<file path="config.mk">
export PLATFORM = sky130hd
export DESIGN_NAME = node_input_arbiter
export DESIGN_NICKNAME = d
export VERILOG_FILES = /design/src/rtl/node_pkg.sv /design/src/rtl/node_fifo.sv /design/src/rtl/node_input_arbiter.sv
export SDC_FILE = /design/constraint.sdc
export NUM_CORES = 1
export LEC_CHECK = 0
export CAP_MARGIN = 20
export CORE_ASPECT_RATIO = 0.5
export CORE_MARGIN = 5
export CORE_UTILIZATION = 58
export CTS_CLUSTER_SIZE = 10
export DETAILED_ROUTE_END_ITERATION = 8
export PLACE_DENSITY = 0.8
export SLEW_MARGIN = 10
export SYNTH_ARGS = -nofsm -noshare
export SYNTH_HDL_FRONTEND = slang
export SYNTH_SLANG_ARGS = --single-unit
</file>
<file path="constraint.sdc">
create_clock -name clk -period 3.9 [get_ports clk]
set_input_delay 0.585 -clock clk [delete_from_list [all_inputs] [get_ports clk]]
set_output_delay 0.585 -clock clk [all_outputs]
set_load 0.05 [all_outputs]
</file>
<file path="src/rtl/node_pkg.sv">
`default_nettype none
// ----------------------------------------------------------------------------
// node_pkg -- port codes and instruction field layout shared by the node arbiter
// Rev 1.0
// ----------------------------------------------------------------------------
package node_pkg;

  localparam int NUM_PORTS        = 3;
  localparam int NODE_IP_BITWIDTH = 3;
  localparam int INSTR_W          = 32;

  localparam logic [1:0] PORT_LINK0 = 2'b00;
  localparam logic [1:0] PORT_LINK1 = 2'b01;
  localparam logic [1:0] PORT_LOCAL = 2'b10;

  localparam int DEST_MSB = 31;
  localparam int DEST_LSB = 29;
  localparam int ORIG_MSB = 28;
  localparam int ORIG_LSB = 26;

  typedef struct packed {
    logic [NODE_IP_BITWIDTH-1:0] dest;
    logic [NODE_IP_BITWIDTH-1:0] orig;
    logic [25:0]                 payload;
  } instr_t;

  // Round-robin successor over the three port codes, wrapping local back to link0
  function automatic logic [1:0] next_port(input logic [1:0] p);
    return (p == PORT_LOCAL) ? PORT_LINK0 : p + 2'd1;
  endfunction

endpackage
`default_nettype wire

</file>
<file path="src/rtl/node_fifo.sv">
`default_nettype none
// ----------------------------------------------------------------------------
// node_fifo -- per-port FIFO with valid/ready push and pop/empty/full read side
// Rev 1.0
// ----------------------------------------------------------------------------
module node_fifo
  import node_pkg::*;
#(
  parameter int DEPTH = 4,
  parameter int WIDTH = INSTR_W
) (
  input  logic             clk,
  input  logic             reset,
  input  logic             push_valid,
  input  logic [WIDTH-1:0] push_data,
  output logic             push_ready,
  input  logic             pop,
  output logic [WIDTH-1:0] pop_data,
  output logic             empty,
  output logic             full
);

  localparam int               PTR_W    = $clog2(DEPTH);
  localparam logic [PTR_W:0]   FULL_CNT = (PTR_W+1)'(DEPTH);
  localparam logic [PTR_W:0]   CNT_ONE  = (PTR_W+1)'(1);
  localparam logic [PTR_W-1:0] PTR_ONE  = PTR_W'(1);

  logic [WIDTH-1:0] mem_q [DEPTH];
  logic [PTR_W-1:0] wr_ptr_q, wr_ptr_d;
  logic [PTR_W-1:0] rd_ptr_q, rd_ptr_d;
  logic [PTR_W:0]   count_q, count_d;
  logic             push_en;
  logic             pop_en;

  // Ready comes only from the registered count, so a full FIFO refuses even when popped
  assign full       = (count_q == FULL_CNT);
  assign empty      = (count_q == '0);
  assign push_ready = !full && !reset;
  assign push_en    = push_valid && push_ready;
  assign pop_en     = pop && !empty;
  assign pop_data   = mem_q[rd_ptr_q];

  always_comb begin
    wr_ptr_d = wr_ptr_q;
    rd_ptr_d = rd_ptr_q;
    count_d  = count_q;
    if (push_en) wr_ptr_d = wr_ptr_q + PTR_ONE;
    if (pop_en)  rd_ptr_d = rd_ptr_q + PTR_ONE;
    unique case ({push_en, pop_en})
      2'b10:   count_d = count_q + CNT_ONE;
      2'b01:   count_d = count_q - CNT_ONE;
      default: count_d = count_q;
    endcase
  end

  always_ff @(posedge clk) begin
    if (reset) begin
      wr_ptr_q <= '0;
      rd_ptr_q <= '0;
      count_q  <= '0;
    end else begin
      wr_ptr_q <= wr_ptr_d;
      rd_ptr_q <= rd_ptr_d;
      count_q  <= count_d;
    end
  end

  always_ff @(posedge clk) begin
    if (push_en) mem_q[wr_ptr_q] <= push_data;
  end

endmodule
`default_nettype wire

</file>
<file path="src/rtl/node_input_arbiter.sv">
`default_nettype none
// ----------------------------------------------------------------------------
// node_input_arbiter -- three buffered inputs arbitrated into one output register
// Optional: NODE_ARB_LOCAL_LOWPRI_EN makes local injection strictly lowest priority
// Rev 1.0
// ----------------------------------------------------------------------------
module node_input_arbiter
  import node_pkg::*;
#(
  parameter int                          FIFO_DEPTH = 4,
  parameter logic [NODE_IP_BITWIDTH-1:0] NODE_IP    = 3'b000
) (
  input  logic                clk,
  input  logic                reset,
  input  logic                link0_valid,
  input  logic [INSTR_W-1:0]  link0_data,
  output logic                link0_ready,
  input  logic                link1_valid,
  input  logic [INSTR_W-1:0]  link1_data,
  output logic                link1_ready,
  input  logic                local_valid,
  input  logic [INSTR_W-1:0]  local_data,
  output logic                local_ready,
  output logic                controller_enable,
  output logic [1:0]          source_port,
  output logic [INSTR_W-1:0]  instruction_in,
  input  logic                out_ready
);

  logic [NUM_PORTS-1:0] in_valid;
  logic [NUM_PORTS-1:0] in_ready;
  logic [NUM_PORTS-1:0] fifo_empty;
  logic [NUM_PORTS-1:0] fifo_full;
  logic [NUM_PORTS-1:0] fifo_pop;
  logic [INSTR_W-1:0]   in_data   [NUM_PORTS];
  logic [INSTR_W-1:0]   fifo_data [NUM_PORTS];

  logic               out_valid_q, out_valid_d;
  logic [1:0]         src_q, src_d;
  logic [INSTR_W-1:0] instr_q, instr_d;
  logic [1:0]         rr_q, rr_d;

  logic               load;
  logic               grant_valid;
  logic [1:0]         grant_port;
  logic [1:0]         cand;
  logic [INSTR_W-1:0] grant_data;
  logic               unused_dbg;

  assign in_valid   = {local_valid, link1_valid, link0_valid};
  assign in_data[0] = link0_data;
  assign in_data[1] = link1_data;
  assign in_data[2] = local_data;

  assign link0_ready = in_ready[0];
  assign link1_ready = in_ready[1];
  assign local_ready = in_ready[2];

  for (genvar p = 0; p < NUM_PORTS; p++) begin : g_port_fifo
    node_fifo #(
      .DEPTH (FIFO_DEPTH),
      .WIDTH (INSTR_W)
    ) u_fifo (
      .clk        (clk),
      .reset      (reset),
      .push_valid (in_valid[p]),
      .push_data  (in_data[p]),
      .push_ready (in_ready[p]),
      .pop        (fifo_pop[p]),
      .pop_data   (fifo_data[p]),
      .empty      (fifo_empty[p]),
      .full       (fifo_full[p])
    );
  end

  // Destination-match against this node and FIFO fullness kept for debug probing
  assign unused_dbg = (instr_q[DEST_MSB:DEST_LSB] == NODE_IP) ^ (^fifo_full);

  always_comb begin
    grant_valid = 1'b0;
    grant_port  = PORT_LINK0;
    cand        = rr_q;
`ifdef NODE_ARB_LOCAL_LOWPRI_EN
    for (int i = 0; i < 2; i++) begin
      if (!grant_valid && !fifo_empty[cand]) begin
        grant_valid = 1'b1;
        grant_port  = cand;
      end
      cand = {1'b0, ~cand[0]};
    end
    if (!grant_valid && !fifo_empty[PORT_LOCAL]) begin
      grant_valid = 1'b1;
      grant_port  = PORT_LOCAL;
    end
`else
    for (int i = 0; i < NUM_PORTS; i++) begin
      if (!grant_valid && !fifo_empty[cand]) begin
        grant_valid = 1'b1;
        grant_port  = cand;
      end
      cand = next_port(cand);
    end
`endif
  end

  always_comb begin
    unique case (grant_port)
      PORT_LINK1: grant_data = fifo_data[1];
      PORT_LOCAL: grant_data = fifo_data[2];
      default:    grant_data = fifo_data[0];
    endcase
  end

  // Output register refills when empty or when its word leaves this cycle
  assign load = !out_valid_q || out_ready;

  always_comb begin
    out_valid_d = out_valid_q;
    src_d       = src_q;
    instr_d     = instr_q;
    rr_d        = rr_q;
    fifo_pop    = '0;
    if (load) begin
      out_valid_d = grant_valid;
      if (grant_valid) begin
        src_d                = grant_port;
        instr_d              = grant_data;
        fifo_pop[grant_port] = 1'b1;
`ifdef NODE_ARB_LOCAL_LOWPRI_EN
        if (grant_port != PORT_LOCAL) rr_d = {1'b0, ~grant_port[0]};
`else
        rr_d = next_port(grant_port);
`endif
      end
    end
  end

  always_ff @(posedge clk) begin
    if (reset) begin
      out_valid_q <= 1'b0;
      src_q       <= PORT_LINK0;
      instr_q     <= '0;
      rr_q        <= PORT_LINK0;
    end else begin
      out_valid_q <= out_valid_d;
      src_q       <= src_d;
      instr_q     <= instr_d;
      rr_q        <= rr_d;
    end
  end

  assign controller_enable = out_valid_q;
  assign source_port       = src_q;
  assign instruction_in    = instr_q;

endmodule
`default_nettype wire
</file>
==> out/qor.csv <==
metric;value;unit
outcome;complete, no violations;
dr.pass1.iters;6;
leakage;6.63;nW
avgSynthCellArea;19.1;µm²
r2r-start;g_port_fifo[2].u_fifo.count_q[2];
clock-sinks;448;
min_path_cells;1;
min_to;instruction_in[24];
switching_share;30.0;%
area_growth;19.5;%
cts_resized;0;
grt-ovfl-total;0;
synth_edf_count;384;
syn_inst;904;
dp_hpwl;24100;µm
nets;1201;
power_frac_clock;31.4;%
via_per_inst;6.08;
boundaryPins;140;
synth_simple_gate_area_share;2.98;%
finalCriticalPeriod;3040;ps
power.share.sequential;42.7;%
drv_slew;0;
ys_ff_latch;448;
tritoncts;built;
synth_top_flop_cell;edfxtp_1;
synth_fa_ha_area_share;1.72;%
clk_pin_slew;60;ps
comb_power_share;25.9;%
antenna_found_initial;5;
synth-xor-area-share;0.761;%
tightest_slew;1170;ps
critPathLaunchType;flip-flop;
drv_cap;0;
n_fill_cell;1709;
io_buffers;139;
r2r-end;g_port_fifo[0].u_fifo.count_q[2];
async_flop_share;0;%
crit_path_end_kind;flip-flop;
fin_skew;11.8;ps
worstRegToRegCells;12;
cp.arrival;3520;ps
cts-hold-fix-buffers;0;
min_from;instruction_in[24];
power_density;660;mW/mm²
cts_buffers;50;
route.detailed.drc;0;
crit_family;simple AND/OR/NAND/NOR gates;
core.rowCount;44;
synth.distinct_cells;42;
synth.area.mux_share;12.2;%
die_w;254;µm
hold_violations;0;
syn_area;0.0173;mm²
ir_drop;0.000377;V
max_freq;328;MHz
r2r_slack;860;ps
root_buffer;clkbuf_16;
track_usage;23.1;%
grt_pass1_wl;58300;µm
placed_cells;1416;
cts_buffer_depth;3;
grt_pass1_vias;9544;
path_max_fanout;6;
synth.net_count;1028;
die_area;0.0335;mm²
gp_congestion;0.915;
hp-class;flip-flop to flip-flop;
num_vias;9185;
cp_num_buf_inv;2;
ant_nets;0;
yosys_warnings;0;
crit_chain;or3_1 -> o21a_1 -> o22a_1 -> inv_1 -> ha_2 -> and3_1 -> ha_1 -> inv_1 -> fa_1 -> xor2_1 -> or3_1 -> a21oi_1;
setup_viol;0;
max_stage_delay;450;ps
initial_core_util;59.2;%
ys_seq_area_share;74.2;%
slew_headroom;21.8;%
final.period_utilization;78.1;%
wl_per_cell;25.7;µm
post_cts_buffers;0;
cpMaxStageDelayCell;or3_1;
grt_max_degree;65;
synth_compound_area_share;6.06;%
fin_setup_tns;0;ps
htree_levels;2;
grt_setup_unrepaired;no;
dr.first_iter.drc_count;1022;
internal-power;0.00953;W
p_sw;0.00409;W
coreArea;0.0292;mm²
layout-drive-gt1-share;14.6;%
crit_type;flip-flop to flip-flop;
finalPower;0.0136;W
drt_wl_total;38800;µm
die_h;132;µm
clk_latency;550;ps
required;4380;ps
final_cells;1511;
synth_top_family_by_area;multiplexers;
[per-layer routing]
metal,GRT usage [%],part of all wire (%)
met2,36.3,48
met1,32.7,41
met4,6.17,2.4
met3,6.31,8.1
met5,0,0.028
[placed cells by master (no fill, tap or decap), types with 32 or more instances in the layout]
cell type,n
o221ai_1,32
a21o_1,32
mux4_2,64
dfxtp_1,60
clkbuf_1,39
clkdlybuf4s50_1,139
clkbuf_16,53
mux2i_1,66
a32o_1,32
edfxtp_1,384
[power by group through the flow]
stage | Clock (W) | Combinational (W) | Sequential, W
2_1_floorplan | 0 | 0.00202 | 0.00610
4_1_cts | 0.00434 | 0.00350 | 0.00582
6_report | 0.00428 | 0.00353 | 0.00581
3_3_place_gp | 0 | 0.00339 | 0.00589
3_5_place_dp | 0 | 0.00347 | 0.00591
5_1_grt | 0.00456 | 0.00373 | 0.00585
[area by class of cell]
class | count | area, µm² | area share (%)
antenna | 2 | 5.00 | 0.0243
clock buffer | 93 | 1490 | 7.20
inverter | 24 | 90.1 | 0.437
multi-input combinational | 383 | 4100 | 19.8
sequential | 448 | 12800 | 62.1
tap | 391 | 489 | 2.37
timing repair buffer | 170 | 1650 | 7.99
[sequential cells by signal (all words and copies together) (netlist names), named ones only]
signal and count:
g_port_fifo.u_fifo.mem_q 384, rr_q 2, controller_enable 1, g_port_fifo.u_fifo.count_q 9
g_port_fifo.u_fifo.wr_ptr_q 6, g_port_fifo.u_fifo.rd_ptr_q 6, instruction_in 32, source_port 2
[logic make-up after synthesis]
family          after synthesis
simple gates                 93
fa+ha+maj                    22
flops                       448
xor+xnor                     15
compound gates              123
mux                         130
buf+inv                      73
[Yosys cell counts, drive strengths merged (2+ instances only)]
library cell / count / area, µm²
ha: 19 / 238
nand4: 3 / 18.8
nor2: 28 / 108
inv: 24 / 90.1
a22o: 2 / 17.5
or3: 6 / 37.5
buf: 27 / 196
o31ai: 3 / 22.5
a32o: 32 / 320
or2: 32 / 200
and3: 3 / 18.8
xor2: 9 / 78.8
o221ai: 32 / 280
mux4: 64 / 1440
a21o: 32 / 240
mux2i: 66 / 661
clkbuf: 22 / 82.6
nand2: 4 / 15.0
and2: 12 / 75.1
a211oi: 3 / 22.5
xnor2: 6 / 52.6
nor3: 2 / 15.0
o21ai: 3 / 15.0
edfxtp: 384 / 11500
a21oi: 10 / 50.1
fa: 3 / 60.1
nand2b: 2 / 12.5
dfxtp: 64 / 1280
[worst register-to-register path, stage by stage (launching register included)]
cell and delay [ps]:
dfxtp_1 350, or3_1 450, o21a_1 130, o22a_1 230, inv_1 110, ha_2 180, and3_1 190, ha_1 210
inv_1 70, fa_1 430, xor2_1 160, or3_1 310, a21oi_1 140
[worst max path at each step]
stage | start | endpoint | slack (ps) | cells past startpoint
after floorplan | g_port_fifo[2].u_fifo.count_q[2] | g_port_fifo[1].u_fifo.count_q[2] | 970 | 13
after global placement | reset | g_port_fifo[2].u_fifo.count_q[2] | 800 | 11
after detailed placement | reset | g_port_fifo[2].u_fifo.count_q[2] | 780 | 11
after CTS | g_port_fifo[2].u_fifo.count_q[2] | g_port_fifo[0].u_fifo.count_q[2] | 870 | 12
after global routing | g_port_fifo[2].u_fifo.count_q[2] | g_port_fifo[0].u_fifo.count_q[2] | 710 | 12
final | g_port_fifo[2].u_fifo.count_q[2] | g_port_fifo[0].u_fifo.count_q[2] | 860 | 12
[through the flow]
| stage | area [µm²] | setup WS, ps | hold slack [ps] | utilization [%] |
|---|---|---|---|---|
| finish | 20600 | 855 | 462 | 70.7 |
| floorplan | 17300 | 968 | 485 | - |
| global route | 20600 | 710 | 480 | 70.7 |
| CTS | 20600 | 866 | 465 | 70.7 |
| global placement | 19100 | 801 | 448 | 65.6 |
| detailed placement | 19100 | 784 | 453 | 65.6 |
Note: power is estimated with default switching activity, not from simulation.
